File: src/rtl/uart_pkg.sv
// uart_pkg: shared UART parity codes, transmitter FSM states and baud divider helper.
// Used by uart_tx_q and intended for the matching receiver.
package uart_pkg;
  localparam int PAR_NONE = 0;
  localparam int PAR_ODD  = 1;
  localparam int PAR_EVEN = 2;
  typedef enum logic [2:0] {IDLE, START, DATA, PAR, STOP} uart_tx_st_e;
  function automatic int baud_div(input int clk_freq, input int baud);
    return clk_freq / baud;
  endfunction
endpackage

File: src/rtl/sync_fifo.sv
// sync_fifo: single-clock FIFO with extra-MSB pointers.
// Ports: clk, rst (sync, active high), push/wdata, pop/rdata (head, show-ahead),
//        full, empty, level (occupancy, $clog2(DEPTH)+1 bits).
// Push when full and pop when empty are ignored.
module sync_fifo #(
  parameter int WIDTH = 8,
  parameter int DEPTH = 4
) (
  input  logic                     clk,
  input  logic                     rst,
  input  logic                     push,
  input  logic [WIDTH-1:0]         wdata,
  input  logic                     pop,
  output logic [WIDTH-1:0]         rdata,
  output logic                     full,
  output logic                     empty,
  output logic [$clog2(DEPTH):0]   level
);
  localparam int AW = $clog2(DEPTH);
  if (DEPTH < 2 || (1 << AW) != DEPTH) begin : g_bad_depth
    $error("sync_fifo: DEPTH must be a power of two and at least 2");
  end
  logic [WIDTH-1:0] mem [DEPTH];
  logic [AW:0] wptr, rptr;
  logic do_push, do_pop;
  assign do_push = push & ~full;
  assign do_pop  = pop & ~empty;
  always_ff @(posedge clk) begin
    if (rst) begin
      wptr <= '0;
      rptr <= '0;
    end else begin
      if (do_push) wptr <= wptr + (AW+1)'(1);
      if (do_pop) rptr <= rptr + (AW+1)'(1);
    end
  end
  always_ff @(posedge clk) if (do_push && !rst) mem[wptr[AW-1:0]] <= wdata;
  assign rdata = mem[rptr[AW-1:0]];
  assign level = wptr - rptr;
  // Same slot index but different lap bit means the writer is a full lap ahead.
  assign full  = (wptr[AW] != rptr[AW]) && (wptr[AW-1:0] == rptr[AW-1:0]);
  assign empty = wptr == rptr;
endmodule

File: src/rtl/uart_tx_q.sv
// uart_tx_q: queued UART transmitter, configurable data bits, parity and stop bits.
// Ports: clk, rst (sync, active high), tdata/tvld/trdy push handshake into the FIFO,
//        txd serial line (idle high), busy (frame on the line), level (FIFO occupancy).
// Queued words are sent back-to-back: the end of a stop bit pops the next word directly.
module uart_tx_q
  import uart_pkg::*;
#(
  parameter int CLK_FREQ   = 50_000_000,
  parameter int BAUD_RATIO = 115200,
  parameter int DATA_BITS  = 8,
  parameter int PARITY     = PAR_NONE,
  parameter int STOP_BITS  = 1,
  parameter int FIFO_DEPTH = 4
) (
  input  logic                          clk,
  input  logic                          rst,
  input  logic [DATA_BITS-1:0]          tdata,
  input  logic                          tvld,
  output logic                          trdy,
  output logic                          txd,
  output logic                          busy,
  output logic [$clog2(FIFO_DEPTH):0]   level
);
  localparam int DIV = baud_div(CLK_FREQ, BAUD_RATIO);
  localparam int CW  = DIV < 2 ? 1 : $clog2(DIV);
  localparam int BW  = $clog2(DATA_BITS);
  if (DIV < 2) begin : g_bad_div
    $error("uart_tx_q: CLK_FREQ/BAUD_RATIO must be at least 2");
  end
  if (DATA_BITS < 5 || DATA_BITS > 9) begin : g_bad_bits
    $error("uart_tx_q: DATA_BITS must be 5..9");
  end
  if (PARITY < PAR_NONE || PARITY > PAR_EVEN) begin : g_bad_par
    $error("uart_tx_q: PARITY must be 0, 1 or 2");
  end
  if (STOP_BITS < 1 || STOP_BITS > 2) begin : g_bad_stop
    $error("uart_tx_q: STOP_BITS must be 1 or 2");
  end
  uart_tx_st_e st, st_n;
  logic [CW-1:0] cnt, cnt_n;
  logic [BW-1:0] bidx, bidx_n;
  logic [DATA_BITS-1:0] sh, sh_n, head;
  logic par, par_n, txd_n, pop, tick, full, empty;
  sync_fifo #(.WIDTH(DATA_BITS), .DEPTH(FIFO_DEPTH)) u_fifo (
    .clk(clk),
    .rst(rst),
    .push(tvld),
    .wdata(tdata),
    .pop(pop),
    .rdata(head),
    .full(full),
    .empty(empty),
    .level(level)
  );
  assign trdy = ~full;
  assign tick = cnt == CW'(DIV - 1);
  always_comb begin
    st_n   = st;
    cnt_n  = (st == IDLE || tick) ? '0 : cnt + CW'(1);
    bidx_n = bidx;
    sh_n   = sh;
    par_n  = par;
    txd_n  = txd;
    pop    = 1'b0;
    case (st)
      IDLE: if (!empty) begin
        pop   = 1'b1;
        st_n  = START;
        txd_n = 1'b0;
      end
      START: if (tick) begin
        st_n   = DATA;
        txd_n  = sh[0];
        sh_n   = sh >> 1;
        bidx_n = '0;
      end
      DATA: if (tick) begin
        if (bidx != BW'(DATA_BITS - 1)) begin
          bidx_n = bidx + BW'(1);
          txd_n  = sh[0];
          sh_n   = sh >> 1;
        end else if (PARITY != PAR_NONE) begin
          st_n  = PAR;
          txd_n = par;
        end else begin
          st_n   = STOP;
          txd_n  = 1'b1;
          bidx_n = '0;
        end
      end
      PAR: if (tick) begin
        st_n   = STOP;
        txd_n  = 1'b1;
        bidx_n = '0;
      end
      STOP: if (tick) begin
        if (bidx != BW'(STOP_BITS - 1)) bidx_n = bidx + BW'(1);
        else if (!empty) begin
          pop   = 1'b1;
          st_n  = START;
          txd_n = 1'b0;
        end else st_n = IDLE;
      end
      default: st_n = IDLE;
    endcase
    // Parity is taken from the whole word at pop time, before shifting destroys it.
    if (pop) begin
      sh_n  = head;
      par_n = (PARITY == PAR_ODD) ? ~^head : ^head;
    end
  end
  always_ff @(posedge clk) begin
    if (rst) begin
      st   <= IDLE;
      cnt  <= '0;
      bidx <= '0;
      sh   <= '0;
      par  <= 1'b0;
      txd  <= 1'b1;
      busy <= 1'b0;
    end else begin
      st   <= st_n;
      cnt  <= cnt_n;
      bidx <= bidx_n;
      sh   <= sh_n;
      par  <= par_n;
      txd  <= txd_n;
      busy <= st_n != IDLE;
    end
  end
endmodule

File: config.mk
export PLATFORM = sky130hd
export DESIGN_NAME = uart_tx_q
export DESIGN_NICKNAME = d
export VERILOG_FILES = /design/src/rtl/uart_pkg.sv /design/src/rtl/sync_fifo.sv /design/src/rtl/uart_tx_q.sv
export SDC_FILE = /design/constraint.sdc
export NUM_CORES = 1
export LEC_CHECK = 0
export ABC_AREA = 1
export BUFFER_PORTS_ARGS = -buffer_cell sky130_fd_sc_hd__buf_4
export CAP_MARGIN = 20
export CELL_PAD_IN_SITES_DETAIL_PLACEMENT = 0
export CELL_PAD_IN_SITES_GLOBAL_PLACEMENT = 1
export CORE_UTILIZATION = 46
export CTS_CLUSTER_SIZE = 30
export DETAILED_ROUTE_END_ITERATION = 16
export HOLD_SLACK_MARGIN = 0.02
export MAX_ROUTING_LAYER = met4
export PLACE_DENSITY_LB_ADDON = 0.3
export SLEW_MARGIN = 0
export SYNTH_ARGS = -nofsm -noshare
export SYNTH_HDL_FRONTEND = slang
export SYNTH_SLANG_ARGS = --single-unit
File: constraint.sdc
create_clock -name clk -period 2.7 [get_ports clk]
set_clock_uncertainty 0.2 [all_clocks]
set_input_delay 0.27 -clock clk [delete_from_list [all_inputs] [get_ports clk]]
set_output_delay 0.27 -clock clk [all_outputs]
set_load 0.05 [all_outputs]
==> results of run 1 <==
[cell families (layout without fill, tap and decap cells)]
kind of cell,Yosys count,in the layout,share of synthesized area
compound gates,40,40,0.08017
buf+inv,53,93,0.07035
fa+ha+maj,13,13,0.05562
flops,65,65,0.5301
xor+xnor,2,2,0.005727
simple gates,177,177,0.2581
[worst paths after layout]
kind / endpoint / cells after the start / slack (ns) / startpoint
worst max-delay path: level[2] / 5 / 0.43 / u_fifo.wptr[0]
worst min-delay path: u_fifo.wptr[1] / 3 / 0.1 / tvld
worst max register to register: u_fifo.mem[0][0] / 10 / 0.47 / u_fifo.wptr[0]
worst min register to register: sh[7] / 2 / 0.28 / sh[7]
[worst reg2reg max path, delay by kind of cell (launching register included)]
kind	cells	cell delay, ns
flops	1	0.37
buf+inv	4	0.49
fa+ha+maj	1	0.31
simple gates	5	0.58
[what timing repair did]
item,in CTS,in global routing
setup buffers,0,0
endpoints found under the hold margin,38,0
hold buffers,9,0
[Yosys cell counts, types with 2 or more instances]
cell type	instances
a21oi_1	15
a21oi_2	7
buf_2	4
clkbuf_1	2
dfxtp_1	33
edfxtp_1	32
ha_1	12
inv_1	40
inv_2	4
nand2_1	86
nand2_2	2
nand3_1	42
nand4_1	12
nor2_1	27
o21ai_0	14
[per-layer routing]
metal / GRT usage / share of wire / vias up
li1: - / - / 1231
met1: 0.2406 / 0.48 / 1039
met2: 0.3070 / 0.47 / 33
met3: 0.04550 / 0.034 / 16
met4: 0.09553 / 0.024 / 0
met5: - / 0 / -
[state kept, by name, indices dropped and copies added (netlist names), named ones only]
signal,count
bidx,3
busy,1
cnt,9
sh,8
st,3
txd,1
u_fifo.mem,32
u_fifo.rptr,3
u_fifo.wptr,3
[final cells by class]
type / instances / area, um^2
Tap cell: 77 / 96.34
Clock buffer: 10 / 127.6
Fill cell: 604 / 2794
Clock inverter: 6 / 92.59
Timing Repair Buffer: 32 / 262.8
Sequential cell: 65 / 1622
Multi-Input combinational cell: 232 / 1222
Inverter: 45 / 168.9
[power by group]
| group | internal, mW | switching [mW] |
|---|---|---|
| clock | 0.523 | 0.378 |
| sequential | 1.17 | 0.0960 |
| combinational | 0.406 | 0.803 |
| total | 2.10 | 1.28 |
[through the flow]
| step | power, mW | std cells | cell area, um^2 | util |
|---|---|---|---|---|
| CTS | 3.412 | 467 | 3592 | 0.5625 |
| detailed placement | 2.497 | 442 | 3282 | 0.5139 |
| global route | 3.601 | 467 | 3592 | 0.5625 |
| global placement | 2.493 | 442 | 3282 | 0.5139 |
| floorplan | 2.244 | 350 | 3059 | - |
| finish | 3.379 | 467 | 3592 | 0.5625 |
[cells in the final DEF (no fill, tap or decap), types with 12 or more instances in the layout]
cell type and count:
edfxtp_1 32, nor2_1 27, nand2_1 86, ha_1 12, nand4_1 12, o21ai_0 14
buf_4 23, nand3_1 42, dfxtp_1 33, a21oi_1 15, inv_1 40
==> metrics, run 1 <==
outcome completed; Worst setup EP type output pin; Fin Setup TNS 0 ns; first-pass GRT wire length 10270 um; Syn Std Cell Area between 3000 and 4000 um^2; area delta synth->final 17.42%; Cells after Synth 350; pwr dens about 940 nW/um^2; clk sink count between 60 and 70; largest net degree at the start of global routing 22; RSZ-0062 raised after global routing no; Slew HR 0.7294; H-tree levels 3; syn_area_per_cell approximately 9 um^2; VDD IR max slightly below 0.6 mV; DIE AREA 6981 um^2; Post-Syn Nets about 370; slowest stage delay, CP roughly 0.38 ns; Final Max Slew Viols 0; Synth area leaders edfxtp_1 31%, dfxtp_1 22%, nand2_1 11%, nand3_1 6.9%, ha_1 4.9%; GPL Wtd Cong around 0.8; Layout Nets between 400 and 500; Yosys warning total 0; CTS buffer count 9; WL final 6016 um; final worst setup slack around 0.43 ns; post-route ant nets 0; share of layout cells above drive strength 1 0.1487; Worst path slowest cell fa_1; Leak approximately 1.5 nW; Die Y between 80 and 90 um; Clock Pin Slew Worst Setup and Hold Paths roughly 0.070 ns; post-synthesis async set-or-reset flop share 0; CP cell instances inv_1, ha_1, fa_1, xnor2_1, buf_4; Hold Vio Cnt, Final 0; worst-skew pair later-pin latency about 0.34 ns; Tightest Pin Transition around 0.4 ns; Max Buffers Root-to-Sink 2; GR Overflow Total 0; final-report setup violation count 0; Final HPWL DP approximately 4400 um; post-synth top area share 0.3141; Max FO, Critical Path 5; FF+latch count, synth 65; cell family with most CP delay adder cells; dominant synthesized flop cell dfxtp_1; Ant. Diodes 0; Ports 17; post-route clock period utilization 0.8399; Starting Density 0.4790; PostCTS Resize Cnt 0; WP data required 2.23 ns; PortBufs 16; Crit Path Class reg -> out; Placement Rows 29; Achievable Freq ~440 MHz; Vias ~2300; DRC violation count after routing 0; Core Box Area roughly 6400 um^2; sequential share of the synthesized area 0.5301; crit path DAT 1.80 ns; Distinct cells, synth 33; Post-synth EDFFs 32; Hold Crit Class in -> reg; maxcap violations 0; fin crit period 2.268 ns; Hold WS just under 0.1 ns; die width about 84 um; initial antenna violation count 0; drt pass-1 iters 4; gr usage total 0.1963; Yosys top cell by area edfxtp_1; critical path buffer and inverter count 2; DR WL/cell around 13 um; crit start category register; vias in the first global route between 2000 and 2500; vias per std cell 4.966; root buffer cell clkbuf_8; Setup Slack @ Placement a little over 0.5 ns; number of DRC markers in iteration 0 a little under 100; CTS tree done
Power figures use the tool's default switching activity.
==> run 2, diff against run 1 <==
Settings changed: CORE_UTILIZATION 46 to 42.
Clock period 2.7 ns to 1.95 ns, I/O delays scaled along.
==> metrics, run 2 (synthesized netlist as in run 1, its figures left out) <==
Crit Path Class reg -> out; largest net degree at the start of global routing 17 (-23%); Tightest Pin Transition 0.4088 ns (+0.003354 ns); DIE AREA 7629 um^2 (+9.3%); Clock Pin Slew Worst Setup and Hold Paths 0.07 ns (about the same); Largest register FFs 32 (unchanged); CTS tree done; RSZ-0062 raised after global routing yes; maxcap violations 0 (unchanged); Placed Area 3407 um^2 (+3.8%); Reg2Reg Depth 9 (-1); Hold Vio Cnt, Final 0 (unchanged); post-route clock period utilization 1.004; DRC violation count after routing 0 (unchanged); final-report setup violation count 1 (+1); Final Max Slew Viols 0 (unchanged); DR WL/cell 12.54 um (-2.7%); commonest non-fill, non-tap cell in the layout nand2_1; WP data required 1.55 ns (-0.68 ns); Slew HR 0.7272 (-0.002239); failing checks setup timing; Setup Slack @ Placement 0.02470 ns (-0.4820 ns); clk sink count 65 (unchanged); Max FO, Critical Path 2 (-3); Layout Nets 416 (+1.7%); worst setup path start u_fifo.wptr[0]; Max Buffers Root-to-Sink 2 (unchanged); initial antenna violation count 0 (unchanged); most frequent cells in the layout 83 x nand2_1, 41 x nand3_1, 35 x inv_1, 32 x edfxtp_1, 31 x dfxtp_1; PortBufs 16 (unchanged); pwr dens 1274 nW/um^2 (+35%); Ports 17 (unchanged); post-route cell area 3767 um^2 (+4.9%); Die Y 87.35 um (+4.5%); number of DRC markers in iteration 0 71 (-27%); share of layout cells above drive strength 1 0.2116 (+0.06287); area delta synth->final 23.15%; vias per std cell 4.787 (-3.6%); GR Overflow Total 0 (unchanged); Final HPWL DP 4538 um (+3.1%); vias in the first global route 2182 (+0.32%); GPL Wtd Cong 0.8739 (+9.4%); VDD IR max 0.6780 mV (+15%); outcome finished with violations; gr usage total 0.1819 (-0.01434); worst r2r src u_fifo.rptr[1]; fin crit period 1.959 ns; reg-to-reg endpoint u_fifo.mem[3][3]; worst-skew pair later-pin latency 0.34 ns (about the same); CTS buffer count 9 (unchanged); Ant. Diodes 0 (unchanged); r2r setup slk 0.09 ns (-0.38 ns); Vias 2360 (+1.8%); Core Box Area 6907 um^2 (+8.2%); first-pass GRT wire length 10070 um (-1.9%); drt pass-1 iters 4 (unchanged); crit start category register; H-tree levels 3 (unchanged); Starting Density 0.4429 (-0.03610); die width 87.35 um (+4.5%); Hold Crit Class reg -> reg; post-route ant nets 0 (unchanged); Achievable Freq 510.6 MHz; Leak 1.557 nW (+2.3%); Worst Setup EP level[1]; root buffer cell clkbuf_8; final worst setup slack -0.008530 ns (-0.4407 ns); WL final 6181 um (+2.7%); Worst setup EP type output pin; crit path DAT 1.56 ns (-0.24 ns); Placement Rows 30 (+3.4%)
-- run 2: changes by cell type in the layout (fill, tap and decap cells not counted), moves of 3 or more --
| cell | previous run | this run |
|---|---|---|
| buf_4 | 23 | 26 |
| inv_1 | 40 | 35 |
| inv_2 | 4 | 8 |
| nor2_4 | 1 | 5 |
| nor2_1 | 27 | 21 |
| nand2_1 | 86 | 83 |
-- run 2: stage by stage --
step	hold WS, ns	setup TNS, ns	power, mW	std cells	util
floorplan	0.06407	0	3.158	350	-
global placement	0.2150	0	3.613	464	0.4933
detailed placement	0.2151	0	3.624	464	0.4933
CTS	0.2820	-0.01625	4.818	492	0.5417
global route	0.3219	-0.06162	5.114	493	0.5455
finish	0.2795	-0.008530	4.798	493	0.5455
-- run 2: cell type report --
| class | count | area, um^2 |
|---|---|---|
| Inverter | 45 | 171.4 |
| Timing Repair Buffer | 39 | 337.8 |
| Multi-Input combinational cell | 232 | 1319 |
| Clock buffer | 9 | 123.9 |
| Fill cell | 654 | 3139 |
| Clock inverter | 7 | 71.32 |
| Sequential cell | 65 | 1624 |
| Tap cell | 96 | 120.1 |
-- run 2: critical path, cell delays in order, from the launching register on --
cell and delay (ns):
dfxtp_2 0.34, inv_2 0.05, ha_4 0.15, fa_2 0.52, inv_2 0.03, buf_6 0.14
-- run 2: how the worst min path moves through the flow --
stage / start / end / depth (start not counted)
finish: sh[7] / sh[7] / 2
global route: u_fifo.wptr[2] / u_fifo.wptr[2] / 2
CTS: sh[7] / sh[7] / 2
global placement: tdata[1] / u_fifo.mem[3][1] / 1
floorplan: rst / sh[7] / 1
detailed placement: tdata[6] / u_fifo.mem[1][6] / 1
-- run 2: power by group --
part / internal, mW / switching, mW / total, mW / leakage [nW]
clock network: 0.587 / 0.541 / 1.13 / 0.0929
logic: 0.735 / 1.19 / 1.93 / 0.903
registers: 1.63 / 0.118 / 1.74 / 0.562
total: 2.95 / 1.85 / 4.80 / 1.56
-- run 2: routing by layer --
metal	track usage	up-vias	wire (um)	part of all wire
li1	-	1243	-	-
met1	0.2309	1068	3045	0.49
met2	0.2841	37	2869	0.46
met3	0.03412	12	163	0.026
met4	0.07899	0	103	0.017
met5	-	-	0	0
-- run 2: timing repair --
item                                    in CTS  in global routing
pin swaps                                    1                  1
endpoints found under the hold margin       37                  0
hold buffers                                10                  0
setup buffers                                2                  1
resized for setup                            7                  6
endpoints found under the setup margin       2                 42
